[config.mk]
export PLATFORM = sky130hd
export DESIGN_NAME = mul_wb_collector
export DESIGN_NICKNAME = d
export VERILOG_FILES = /design/src/rtl/mul_wb_collector_pkg.sv /design/src/rtl/mul_wb_fifo.sv /design/src/rtl/mul_wb_collector.sv
export SDC_FILE = /design/constraint.sdc
export NUM_CORES = 1
export LEC_CHECK = 0
export BUFFER_PORTS_ARGS = -buffer_cell sky130_fd_sc_hd__buf_2
export CORE_MARGIN = 5
export CORE_UTILIZATION = 55
export DETAILED_ROUTE_END_ITERATION = 7
export PLACE_DENSITY = 0.85
export SYNTH_ARGS = -nofsm -noshare
export SYNTH_HDL_FRONTEND = slang
export SYNTH_SLANG_ARGS = --single-unit
[constraint.sdc]
create_clock -name clk_i -period 13 [get_ports clk_i]
set_clock_uncertainty 0.05 [all_clocks]
set_input_delay 0.65 -clock clk_i [delete_from_list [all_inputs] [get_ports clk_i]]
set_output_delay 0.65 -clock clk_i [all_outputs]
set_load 0.05 [all_outputs]
[src/rtl/mul_wb_collector_pkg.sv]
`default_nettype none
// +----------------------------------------------------------------------------+
// | Module      : mul_wb_collector_pkg                                         |
// | Description : Shared widths and the writeback entry type used by the       |
// |               multiplier/divider writeback collector and its FIFO.         |
// | Revision    : 1.0 - initial release                                        |
// +----------------------------------------------------------------------------+
package mul_wb_collector_pkg;

  localparam int XLEN          = 64;
  localparam int TRANS_ID_BITS = 3;

  typedef logic [XLEN-1:0] xlen_t;

  // One buffered writeback: result data plus the scoreboard transaction ID.
  typedef struct packed {
    xlen_t                    result;
    logic [TRANS_ID_BITS-1:0] trans_id;
  } wb_entry_t;

endpackage
`default_nettype wire

[src/rtl/mul_wb_fifo.sv]
`default_nettype none
// +----------------------------------------------------------------------------+
// | Module      : mul_wb_fifo                                                  |
// | Description : Generic DEPTH-entry FIFO of wb_entry_t with async reset and  |
// |               synchronous flush. Head data comes straight from storage     |
// |               registers.                                                   |
// | Ports       : clk_i, rst_i, flush_i  - clock, async reset, sync flush      |
// |               push_i / data_i        - write request and entry            |
// |               pop_i / data_o         - read request and head entry        |
// |               full_o, empty_o, count_o - occupancy status                  |
// | Revision    : 1.0 - initial release                                        |
// +----------------------------------------------------------------------------+
module mul_wb_fifo
  import mul_wb_collector_pkg::*;
#(
  parameter int DEPTH = 2,
  parameter int CNT_W = $clog2(DEPTH + 1)
) (
  input  logic             clk_i,
  input  logic             rst_i,
  input  logic             flush_i,
  input  logic             push_i,
  input  wb_entry_t        data_i,
  input  logic             pop_i,
  output wb_entry_t        data_o,
  output logic             full_o,
  output logic             empty_o,
  output logic [CNT_W-1:0] count_o
);

  localparam int PTR_W = $clog2(DEPTH);

  wb_entry_t        r_mem [DEPTH];
  logic [PTR_W-1:0] r_wptr;
  logic [PTR_W-1:0] r_rptr;
  logic [CNT_W-1:0] r_count;

  logic w_pop_en;
  logic w_push_en;

  assign empty_o = (r_count == '0);
  assign full_o  = (r_count == CNT_W'(DEPTH));
  assign count_o = r_count;
  assign data_o  = r_mem[r_rptr];

  // A push into a full FIFO is only honoured when a pop frees the head slot.
  assign w_pop_en  = pop_i & ~empty_o;
  assign w_push_en = push_i & (~full_o | w_pop_en);

  function automatic logic [PTR_W-1:0] ptr_next(input logic [PTR_W-1:0] p);
    return (p == PTR_W'(DEPTH - 1)) ? '0 : p + PTR_W'(1);
  endfunction

  always_ff @(posedge clk_i or posedge rst_i) begin
    if (rst_i) begin
      r_wptr  <= '0;
      r_rptr  <= '0;
      r_count <= '0;
    end else if (flush_i) begin
      r_wptr  <= '0;
      r_rptr  <= '0;
      r_count <= '0;
    end else begin
      if (w_push_en) r_wptr <= ptr_next(r_wptr);
      if (w_pop_en)  r_rptr <= ptr_next(r_rptr);
      if (w_push_en && !w_pop_en)      r_count <= r_count + CNT_W'(1);
      else if (w_pop_en && !w_push_en) r_count <= r_count - CNT_W'(1);
    end
  end

  // Storage needs no reset: occupancy is tracked solely by r_count.
  always_ff @(posedge clk_i) begin
    if (w_push_en && !flush_i) r_mem[r_wptr] <= data_i;
  end

endmodule
`default_nettype wire

[src/rtl/mul_wb_collector.sv]
`default_nettype none
// +----------------------------------------------------------------------------+
// | Module      : mul_wb_collector                                             |
// | Description : Merges non-stallable multiplier result pulses and held       |
// |               divider results onto one backpressured writeback port, and   |
// |               issues the multiplier credit that guarantees a buffer slot.  |
// | Ports       : clk_i, rst_i, flush_i                                        |
// |               mul_valid_i/result/trans_id, mul_ready_o  - multiplier side  |
// |               div_valid_i/result/trans_id, div_ready_o  - divider side     |
// |               wb_valid_o/result/trans_id, wb_ready_i    - writeback side   |
// |               TRANS_ID_BITS must match the package entry type width.       |
// | Revision    : 1.0 - initial release                                        |
// +----------------------------------------------------------------------------+
module mul_wb_collector
  import mul_wb_collector_pkg::*;
#(
  parameter int DEPTH         = 2,
  parameter int TRANS_ID_BITS = mul_wb_collector_pkg::TRANS_ID_BITS
) (
  input  logic                     clk_i,
  input  logic                     rst_i,
  input  logic                     flush_i,
  input  logic                     mul_valid_i,
  input  logic [XLEN-1:0]          mul_result_i,
  input  logic [TRANS_ID_BITS-1:0] mul_trans_id_i,
  output logic                     mul_ready_o,
  input  logic                     div_valid_i,
  input  logic [XLEN-1:0]          div_result_i,
  input  logic [TRANS_ID_BITS-1:0] div_trans_id_i,
  output logic                     div_ready_o,
  output logic                     wb_valid_o,
  output logic [XLEN-1:0]          wb_result_o,
  output logic [TRANS_ID_BITS-1:0] wb_trans_id_o,
  input  logic                     wb_ready_i
);

  localparam int CNT_W = $clog2(DEPTH + 1);

  wb_entry_t        w_mul_entry;
  wb_entry_t        w_head;
  logic             w_full;
  logic             w_empty;
  logic [CNT_W-1:0] w_count;
  logic             w_out_en;
  logic             w_push;
  logic             w_pop;

  assign w_mul_entry.result   = mul_result_i;
  assign w_mul_entry.trans_id = mul_trans_id_i;

  // Reset and flush both blank the writeback port and the divider handshake.
  assign w_out_en = ~rst_i & ~flush_i;

  // A multiplier result bypasses only into an empty FIFO with a ready sink;
  // in every other non-flush case it must be buffered.
  assign w_push = mul_valid_i & ~flush_i & ~(w_empty & wb_ready_i);
  assign w_pop  = ~w_empty & wb_ready_i & ~flush_i;

  mul_wb_fifo #(
    .DEPTH (DEPTH),
    .CNT_W (CNT_W)
  ) u_fifo (
    .clk_i   (clk_i),
    .rst_i   (rst_i),
    .flush_i (flush_i),
    .push_i  (w_push),
    .data_i  (w_mul_entry),
    .pop_i   (w_pop),
    .data_o  (w_head),
    .full_o  (w_full),
    .empty_o (w_empty),
    .count_o (w_count)
  );

  // Priority: FIFO head, then multiplier bypass, then divider.
  always_comb begin
    wb_valid_o    = 1'b0;
    wb_result_o   = '0;
    wb_trans_id_o = '0;
    if (w_out_en) begin
      if (!w_empty) begin
        wb_valid_o    = 1'b1;
        wb_result_o   = w_head.result;
        wb_trans_id_o = w_head.trans_id;
      end else if (mul_valid_i) begin
        wb_valid_o    = 1'b1;
        wb_result_o   = mul_result_i;
        wb_trans_id_o = mul_trans_id_i;
      end else if (div_valid_i) begin
        wb_valid_o    = 1'b1;
        wb_result_o   = div_result_i;
        wb_trans_id_o = div_trans_id_i;
      end
    end
  end

  assign div_ready_o = div_valid_i & wb_ready_i & w_empty & ~mul_valid_i & w_out_en;

  // Credit ignores a same-cycle pop, so an op issued now always finds a slot
  // for its result next cycle. During reset count is 0, so this is 1.
  assign mul_ready_o = (32'(w_count) + 32'(mul_valid_i)) < 32'(DEPTH);

  a_no_overflow : assert property (
    @(posedge clk_i) disable iff (rst_i)
    !(w_push && w_full && !w_pop)
  ) else $error("mul_wb_collector: multiplier result pushed into full buffer");

endmodule
`default_nettype wire

==> key figures <==
GRT
  – Total GRT Usage: 20.72%
  – Antenna violations before repair: 2
  – Number of global-route vias before repair: 4750
  – Overflow after GRT: 0
  – Largest net degree at the start of global routing: 80
  – First-pass GRT wire length: 23860 um

Job
  – Max Cap Viol: 0

Timing
  – Slew Limit Fails: 0
  – Final setup TNS: 0 ps
  – Max Freq: 253.2 MHz
  – Tcrit/Tclk final: 30.38%
  – Final Hold Fails: 0
  – Setup violators final: 0
  – Min Clock Period, post-route: 3950 ps
  – RSZ-0062 raised after global routing: false
  – Worst slew pin tran: 1181 ps
  – Max-slew headroom: 21.24%

Layout
  – Antenna fix cells: 0
  – Commonest cells after routing, fill and taps aside: 209 x buf_2, 134 x edfxtp_1, 68 x mux2i_1
  – Fill cell total of the finished layout: 825
  – Final #Nets: 749
  – Area Overhead vs Synth: 22.93%
  – Final core utilization: 68.64%
  – Non-filler cells, final: 769
  – Commonest non-fill, non-tap cell in the layout: buf_2
  – Layout cell share with drive strength beyond 1: 49.04%

Drt
  – Via Count: 4726
  – Total Wirelength: 15260 um
  – DR WL/cell: 19.84 um
  – DRC viols: 0
  – DRT Pass-1 Iters: 4
  – Routed Antenna Nets: 0
  – Vias per cell: 6.146
  – Iter 0 DRT Violations: 359

Critical path
  – CP Capture Type: output pin
  – RR Endpoint: u_fifo.r_mem[1][29]
  – WP data arrival: 3250 ps
  – Max stage delay on crit path: 760 ps
  – WS Path Type: flip-flop to output pin
  – Crit-path slowest cell: buf_4
  – Worst r2r src: u_fifo.count_o[1]
  – Cell breakdown of the critical path: or2_4, buf_4, a221oi_1, a211oi_1, buf_2
  – Max Fanout on Critical Path: 71
  – Startpoint Class: flip-flop
  – WP data required: 12300 ps
  – Reg2reg path depth: 4
  – R2R Setup Slk: 10190 ps

Die
  – Effective utilization at floorplan: 55.84%
  – I/O pin count: 210
  – Core area: 0.01196 mm^2
  – Die H: 120.2 um
  – Total die area: 0.01445 mm^2
  – Die X: 120.2 um
  – Core Rows: 40

CTS
  – Clock buffer depth: 2
  – Post-CTS Setup Bufs: 0
  – Post-cts gate resize count: 0
  – Clock Pin Slew Worst Setup and Hold Paths: 60 ps
  – CTS tree: built
  – Skew-Pair Late Insertion Delay: 400 ps
  – CTS root buf: clkbuf_16
  – CTS Hold Bufs: 0
  – TritonCTS Sinks: 138
  – H-tree depth: 4
  – CTS Buf Count: 17

Logic synthesis
  – Top post-synthesis cells by area: edfxtp_1 60%, mux2i_1 10%, a211oi_2 7.5%
  – Gate Count Post-Synth: 424
  – Yosys top cell by area: edfxtp_1
  – Post-Syn Area: 0.006679 mm^2
  – Avg Inst Size Synth: 15.75 um^2
  – Syn Nets: 564
  – Post-synth top flop: edfxtp_1
  – Yosys top cell area share: 60.25%
  – Seq cells post-synth: 138
  – EDFF count, synth: 134
  – Sequential share of the synthesized area: 61.75%
  – Yosys cell types: 29
  – FFs w/ async S/R, synth: 2.899%
  – YS warnings: 0

Power
  – Power per Cell Area: 137.2 mW/mm^2
  – Leakage: 0.002932 uW
  – Final Power: 1127 uW
  – Worst ir drop on vdd: 92.52 uV

Status
  – Status: finished clean

Placement
  – Placer Congestion: 0.8052
  – Port Buf Inserts: 209
  – HPWL after DPL: 10210 um
  – DP Cell Count: 737

Min path
  – Worst hold path type: input port to asynchronous set/reset pin
## metrics by stage
stage / hold slack, ps / instance area [um^2] / worst slack (ps)
2_1_floorplan: 366.1 / 6679 / 6215
3_3_place_gp: 504.7 / 7662 / 9466
3_5_place_dp: 502.5 / 7662 / 9283
4_1_cts: 65.97 / 8210 / 9107
5_1_grt: 82.09 / 8210 / 8908
6_report: 83.76 / 8210 / 9050
## worst max-delay path by stage
stage | from | end | slack (ps) | cells past startpoint
finish | u_fifo.count_o[1] | wb_result_o[1] | 9050 | 5
CTS | u_fifo.count_o[1] | wb_result_o[1] | 9110 | 5
floorplan | mul_valid_i | u_fifo.r_mem[1][0] | 6210 | 5
detailed placement | mul_valid_i | wb_result_o[21] | 9280 | 7
global route | u_fifo.count_o[1] | wb_result_o[51] | 8910 | 5
global placement | mul_valid_i | wb_trans_id_o[0] | 9470 | 7
## routing by layer
| metal | global-route usage, % | share of wire, % |
|---|---|---|
| met3 | 5.051 | 6.6 |
| met1 | 26.50 | 41 |
| met4 | 7.230 | 1.5 |
| met5 | 0 | 0.16 |
| met2 | 34.67 | 51 |
## synthesized netlist by cell type (2+ instances only)
| library cell | instances |
|---|---|
| edfxtp_1 | 134 |
| nor2_1 | 4 |
| mux2i_1 | 68 |
| o21ai_0 | 2 |
| a221oi_1 | 57 |
| a221oi_2 | 10 |
| a211oi_1 | 29 |
| dfrtp_1 | 4 |
| buf_2 | 20 |
| clkbuf_1 | 12 |
| nor3b_1 | 3 |
| buf_6 | 12 |
| nand2_1 | 4 |
| a21oi_1 | 3 |
| a211oi_2 | 40 |
| or2_1 | 2 |
| nor2b_1 | 2 |
| nor3_1 | 3 |
| buf_4 | 4 |
| buf_1 | 2 |
## cell families (layout without fill, tap and decap cells)
logic type      after synthesis  after routing  synth area share [%]
flops                       138            138                 61.75
mux                          68             68                 10.19
buf+inv                      51            249                 4.815
compound gates              142            142                 20.96
simple gates                 23             23                 2.023
xor+xnor                      2              2                0.2623
## final cells by class
cell class	instances	area, um^2	area share, %
inverters	1	3.754	0.04572
clock inverters	13	95.09	1.158
repair buffers	216	1099	13.38
flip-flops and latches	138	4128	50.27
multi-input cells	235	2248	27.39
clock buffers	19	452.9	5.517
well taps	147	183.9	2.240
## registers in the layout, summed over array words and instances (netlist names)
| register | count |
|---|---|
| u_fifo.r_wptr | 1 |
| u_fifo.r_rptr | 1 |
| u_fifo.r_mem | 134 |
| u_fifo.count_o | 2 |
## power by group
part           switching, uW  leakage (uW)  internal, uW  total, uW
sequential              12.0       0.00127           506        518
clock                    178      0.000254           254        432
combinational            117       0.00141          60.0        177
## critical path, delay by kind of cell (launching register included)
| family | cells | cell delay, ps |
|---|---|---|
| buf+inv | 2 | 1070 |
| simple gates | 1 | 710 |
| flops | 1 | 510 |
| compound gates | 2 | 410 |
Power figures use the tool's default switching activity.
